$ cat config.mk
export PLATFORM = sky130hd
export DESIGN_NAME = uart_telemetry_tx
export DESIGN_NICKNAME = d
export VERILOG_FILES = /design/src/rtl/uart_telemetry_tx.sv
export SDC_FILE = /design/constraint.sdc
export NUM_CORES = 1
export LEC_CHECK = 0
export ABC_AREA = 1
export BUFFER_PORTS_ARGS = -buffer_cell sky130_fd_sc_hd__buf_2
export CAP_MARGIN = 20
export CORE_MARGIN = 2
export CORE_UTILIZATION = 55
export DETAILED_ROUTE_END_ITERATION = 10
export HOLD_SLACK_MARGIN = 0.08
export PLACE_DENSITY = 0.74
export SYNTH_ARGS = -nofsm -noshare
export SYNTH_HDL_FRONTEND = slang
export SYNTH_SLANG_ARGS = --single-unit
export TNS_END_PERCENT = 10
$ cat constraint.sdc
create_clock -name clk -period 2.5 [get_ports clk]
set_input_delay 0.25 -clock clk [delete_from_list [all_inputs] [get_ports clk]]
set_output_delay 0.25 -clock clk [all_outputs]
set_load 0.01 [all_outputs]
$ cat src/rtl/uart_telemetry_tx.sv
// Telemetry UART transmitter: snapshots x/y/data/en on start and sends a 6-byte frame
// {HEADER, x, y, data, status, checksum}, 8N1 or 8E1 when UART_TX_PARITY_EN is defined.
module uart_telemetry_tx #(
  parameter int         CLKS_PER_BIT = 10417,
  parameter logic [7:0] HEADER       = 8'hA5
) (
  input  logic       clk,
  input  logic       reset,
  input  logic       start,
  input  logic [7:0] x,
  input  logic [7:0] y,
  input  logic [7:0] data,
  input  logic       en,
  output logic       tx,
  output logic       busy,
  output logic       done
);

  localparam int            CW   = (CLKS_PER_BIT > 1) ? $clog2(CLKS_PER_BIT) : 1;
  localparam logic [CW-1:0] LAST = CW'(CLKS_PER_BIT - 1);

  typedef enum logic [2:0] {IDLE, START, DATA, PARITY, STOP} state_t;

  state_t        state_q, state_d;
  logic [CW-1:0] cnt_q, cnt_d;
  logic [2:0]    bit_q, bit_d;
  logic [2:0]    byte_q, byte_d;
  logic [7:0]    cur_q, cur_d;
  logic [7:0]    x_q, x_d, y_q, y_d, data_q, data_d, chk_q, chk_d;
  logic          en_q, en_d;
  logic          tx_q, tx_d, busy_q, busy_d, done_q, done_d;
  logic          bit_end;
  logic [7:0]    next_byte;

  assign tx   = tx_q;
  assign busy = busy_q;
  assign done = done_q;

  always_comb begin
    case (byte_q)
      3'd0:    next_byte = x_q;
      3'd1:    next_byte = y_q;
      3'd2:    next_byte = data_q;
      3'd3:    next_byte = {en_q, 7'b0};
      default: next_byte = chk_q;
    endcase
  end

  always_comb begin
    state_d = state_q;
    bit_d   = bit_q;
    byte_d  = byte_q;
    cur_d   = cur_q;
    x_d     = x_q;
    y_d     = y_q;
    data_d  = data_q;
    en_d    = en_q;
    chk_d   = chk_q;
    tx_d    = tx_q;
    busy_d  = busy_q;
    done_d  = 1'b0;
    bit_end = (cnt_q == LAST);
    cnt_d   = bit_end ? '0 : cnt_q + 1'b1;

    case (state_q)
      IDLE: begin
        cnt_d = '0;
        if (start) begin
          x_d     = x;
          y_d     = y;
          data_d  = data;
          en_d    = en;
          chk_d   = x ^ y ^ data ^ {en, 7'b0};
          byte_d  = 3'd0;
          cur_d   = HEADER;
          tx_d    = 1'b0;
          busy_d  = 1'b1;
          state_d = START;
        end
      end
      START: begin
        if (bit_end) begin
          bit_d   = 3'd0;
          tx_d    = cur_q[0];
          state_d = DATA;
        end
      end
      DATA: begin
        if (bit_end) begin
          if (bit_q == 3'd7) begin
`ifdef UART_TX_PARITY_EN
            tx_d    = ^cur_q;
            state_d = PARITY;
`else
            tx_d    = 1'b1;
            state_d = STOP;
`endif
          end else begin
            bit_d = bit_q + 3'd1;
            tx_d  = cur_q[bit_q + 3'd1];
          end
        end
      end
`ifdef UART_TX_PARITY_EN
      PARITY: begin
        if (bit_end) begin
          tx_d    = 1'b1;
          state_d = STOP;
        end
      end
`endif
      STOP: begin
        if (bit_end) begin
          if (byte_q == 3'd5) begin
            busy_d  = 1'b0;
            done_d  = 1'b1;
            state_d = IDLE;
          end else begin
            byte_d  = byte_q + 3'd1;
            cur_d   = next_byte;
            tx_d    = 1'b0;
            state_d = START;
          end
        end
      end
      default: begin
        tx_d    = 1'b1;
        busy_d  = 1'b0;
        state_d = IDLE;
      end
    endcase
  end

  always_ff @(posedge clk or negedge reset) begin
    if (!reset) begin
      state_q <= IDLE;
      cnt_q   <= '0;
      bit_q   <= 3'd0;
      byte_q  <= 3'd0;
      cur_q   <= 8'h00;
      x_q     <= 8'h00;
      y_q     <= 8'h00;
      data_q  <= 8'h00;
      en_q    <= 1'b0;
      chk_q   <= 8'h00;
      tx_q    <= 1'b1;
      busy_q  <= 1'b0;
      done_q  <= 1'b0;
    end else begin
      state_q <= state_d;
      cnt_q   <= cnt_d;
      bit_q   <= bit_d;
      byte_q  <= byte_d;
      cur_q   <= cur_d;
      x_q     <= x_d;
      y_q     <= y_d;
      data_q  <= data_d;
      en_q    <= en_d;
      chk_q   <= chk_d;
      tx_q    <= tx_d;
      busy_q  <= busy_d;
      done_q  <= done_d;
    end
  end

endmodule
==> key figures <==
Routing
  • Detail Route met2 WL: 3660 microns
  • Met1 WL: 3400 microns
  • Metal3 WL: 225 microns
  • Drc violations: 0
  • Vias/cell: 5.22
  • Post-Route WL: 7430 microns
  • Routed len/inst: 13.7 microns
  • 1st-iter DRT viols: 176
  • Vias: 2830
  • Pre-Repair DR Iteration Count: 4
  • Post-route ant nets: 0
  • Highest metal used: met4

Outcome
  • Status: complete, no violations

Synthesis
  • Synth Net Count: 463
  • Syn Inst Count: 426
  • Compound-gate portion of the synthesized area: 7.38%
  • Multiplexer area fraction after synthesis: 4.16%
  • Yosys Warn Count: 0
  • Simple-Gate Fraction of Synth Area: 27.5%
  • Synth Area in Adders: 3.12%
  • Mean Syn Cell Area: 8.48 sq um
  • Largest family of logic cells by synthesized area: simple AND/OR/NAND/NOR gates
  • Cell variety after synth: 34
  • Yosys reg bits: 67
  • Area leader, netlist: dfrtp_1
  • XOR/XNOR Fraction of Synth Area: 4.85%
  • Post-synthesis cell area: 3610 sq um
  • Top cell type's share of synthesized area: 45.7%
  • Top cells by area, synth: dfrtp_1 (46%), nand2_1 (11%), nand3_1 (5.3%), inv_1 (4.3%), nor2_1 (4.2%)
  • Register area share after synthesis: 46.4%

Finish
  • Multi-input gate area: 1700 sq um
  • Ant diodes: 0
  • Register Area: 1680 sq um
  • Area Overhead vs Synth: 11.7%
  • Fin cells: 542
  • Fill count: 516
  • Fraction of layout cells with a size suffix above 1: 17.0%
  • Layout Nets: 497

Floorplan
  • Chip height: 85.1 microns
  • Starting Density: 56.9%
  • DIE AREA: 7230 sq um
  • Core box area: 6350 sq um
  • Floorplan die width: 85.1 microns
  • # rows: 29
  • Ports: 31

Worst setup path
  • Slowest CP cell: dfrtp_1
  • WP buf/inv: 1
  • Levels on crit path: 8
  • Crit path max-delay family: simple AND/OR/NAND/NOR gates
  • Nature of the critical path endpoint: flip-flop
  • CP max stage delay: 0.45 ns
  • WP data required: 2.73 ns
  • Reg2Reg Depth: 8
  • Startpoint types: flip-flop
  • CP Class: flip-flop to flip-flop
  • Critical Path AT: 2.12 ns
  • Worst path cell trace: nor2_4, nand2_4, inv_2, o21ai_0, nand2_1, nand2_2, nand2_1, nand2_1
  • Crit Path Max Fanout: 12
  • Most used cell, CP: nand2_1

Clocking
  • Cts repair resizes: 0
  • Clock Latency Late Sink: 0.35 ns
  • Clock Tree Buf Depth: 2
  • CTS tree: done
  • H-tree depth: 3
  • Clk slew on worst S/H paths: 0.07 ns
  • Num CTS Buffers: 9
  • Clk root buf: clkbuf_8
  • Clock sink count: 67

STA
  • Slew headroom: 55.2%
  • Fin crit share: 75.6%
  • Worst-Margin Slew: 0.673 ns
  • Setup violations, final: 0
  • Crit path time final: 1.89 ns
  • Max Freq: 529 MHz
  • Hold Violations, Final: 0
  • Sum Neg Setup Slack: 0 ns
  • Layout Skew: 0.00852 ns
  • RSZ-0062 raised after global routing: false
  • Pins Over Slew Limit: 0

Power
  • Internal power: 2.62 mW
  • Pwr/cell area: 1050 nW/um^2
  • Logic pwr share: 36.5%
  • Psw: 1.60 mW
  • Max IR drop VDD: 0.000613 V
  • Sequential power share: 40.2%
  • LEAKAGE: 2.01 nW
  • Sw Share: 38.0%
  • Clock network fraction of total power: 23.2%

Global routing
  • Largest net degree at the start of global routing: 54
  • Initial antenna violation count: 0
  • Gr ovfl total: 0
  • Vias in the first global route: 2911
  • First-pass GRT wire length: 13200 microns
  • GRT Util Overall: 22.9%

Run
  • Max-cap viol count: 0

Placement
  • GPL Wtd Cong: 0.888
  • Placed cells: 525
  • DP Wirelength: 5460 microns
  • Input/output buffers: 30

Hold path
  • Hold Path Class: input port to flip-flop
  • Worst Hold Path Cells: 2
[placed cells by master, fill, tap and decap left out, types with 3 or more instances in the layout]
cell / synthesis / layout
ha_1: 9 / 9
buf_2: 5 / 30
xor2_1: 9 / 9
nand3b_1: 3 / 3
nand4_1: 3 / 3
dfrtp_1: 66 / 66
clkinvlp_4: 0 / 3
nor3_1: 8 / 8
nor3_2: 3 / 3
xnor2_1: 11 / 11
nand2_1: 105 / 105
o21ai_0: 21 / 21
nand3_1: 38 / 38
a21oi_1: 22 / 22
nand2_4: 3 / 3
mux2_2: 4 / 4
nor2_1: 40 / 40
mux2_4: 7 / 7
inv_1: 41 / 41
clkbuf_8: 0 / 9
nand2_2: 5 / 5
[power groups by stage]
stage                     Clock (mW)  Sequential (mW)  Combinational, mW
final                          0.982             1.70               1.54
after floorplan                    0             1.65               1.27
after CTS                       1.00             1.70               1.55
after global placement             0             1.71               1.49
after detailed placement           0             1.71               1.54
after global routing            1.06             1.73               1.77
[worst reg2reg max path, stage by stage (launching register included)]
cell,delay (ns)
dfrtp_1,0.45
nor2_4,0.15
nand2_4,0.09
inv_2,0.18
o21ai_0,0.15
nand2_1,0.33
nand2_2,0.25
nand2_1,0.12
nand2_1,0.06
[cell type report]
| type | instances | share of cell area, % |
|---|---|---|
| Clock buffer | 9 | 3.07 |
| Clock inverter | 7 | 2.29 |
| Inverter | 44 | 4.15 |
| Multi-Input combinational cell | 306 | 42.1 |
| Sequential cell | 67 | 41.6 |
| Tap cell | 77 | 2.39 |
| Timing Repair Buffer | 32 | 4.46 |
[final timing paths]
path	startpoint	end	slack [ns]
setup / recovery	state_q[0]	byte_q[1]	0.61
setup reg to reg	state_q[0]	byte_q[1]	0.61
hold / removal	data[6]	data_q[6]	0.16
max in group asynchronous	reset	chk_q[7]	1.39
hold reg to reg	tx	tx	0.47
min in group asynchronous	reset	cnt_q[9]	0.47
[Yosys cell counts (all sizes together)]
| master | count |
|---|---|
| o22ai | 2 |
| ha | 9 |
| xor2 | 9 |
| mux2 | 11 |
| nor3b | 2 |
| xnor2 | 11 |
| o211ai | 2 |
| o21ai | 21 |
| nand4 | 3 |
| or2 | 1 |
| dfstp | 1 |
| nor2 | 43 |
| nand3b | 3 |
| inv | 44 |
| a211oi | 1 |
| a21oi | 23 |
| and3 | 1 |
| nand3 | 39 |
| buf | 9 |
| dfrtp | 66 |
| nand2 | 113 |
| nor3 | 12 |
[flip-flops by register name, summed over array words and instances, names as in the netlist]
register  cells
y_q           8
cnt_q        14
tx            1
state_q       3
done          1
bit_q         3
busy          1
chk_q         8
x_q           8
data_q        8
cur_q         8
byte_q        3
en_q          1
[timing repair]
action	CTS	global route
hold endpoints to repair	27	0
hold buffers	1	0
buffers inserted	0	0
[routing by layer]
layer | vias up | track usage (%)
li1 | 1442 | -
met1 | 1311 | 29.6
met2 | 63 | 37.8
met3 | 14 | 3.70
met4 | 0 | 10.8
met5 | - | 0
[metrics by stage]
stage	util [%]	setup slack, ns	hold WS, ns	instance area (sq um)	power, mW
2_1_floorplan	-	1.00	-0.0456	3610	2.92
3_3_place_gp	60.0	0.646	0.330	3810	3.20
3_5_place_dp	60.0	0.647	0.337	3810	3.25
4_1_cts	63.6	0.607	0.146	4040	4.25
5_1_grt	63.6	0.401	0.151	4040	4.56
6_report	63.6	0.610	0.158	4040	4.23
[kinds of logic (layout without fill, tap and decap cells)]
logic type / Yosys count / after routing
fa+ha+maj: 9 / 9
buf+inv: 53 / 92
mux: 11 / 11
simple gates: 217 / 217
flops: 67 / 67
xor+xnor: 20 / 20
compound gates: 49 / 49
Power figures use the tool's default switching activity.
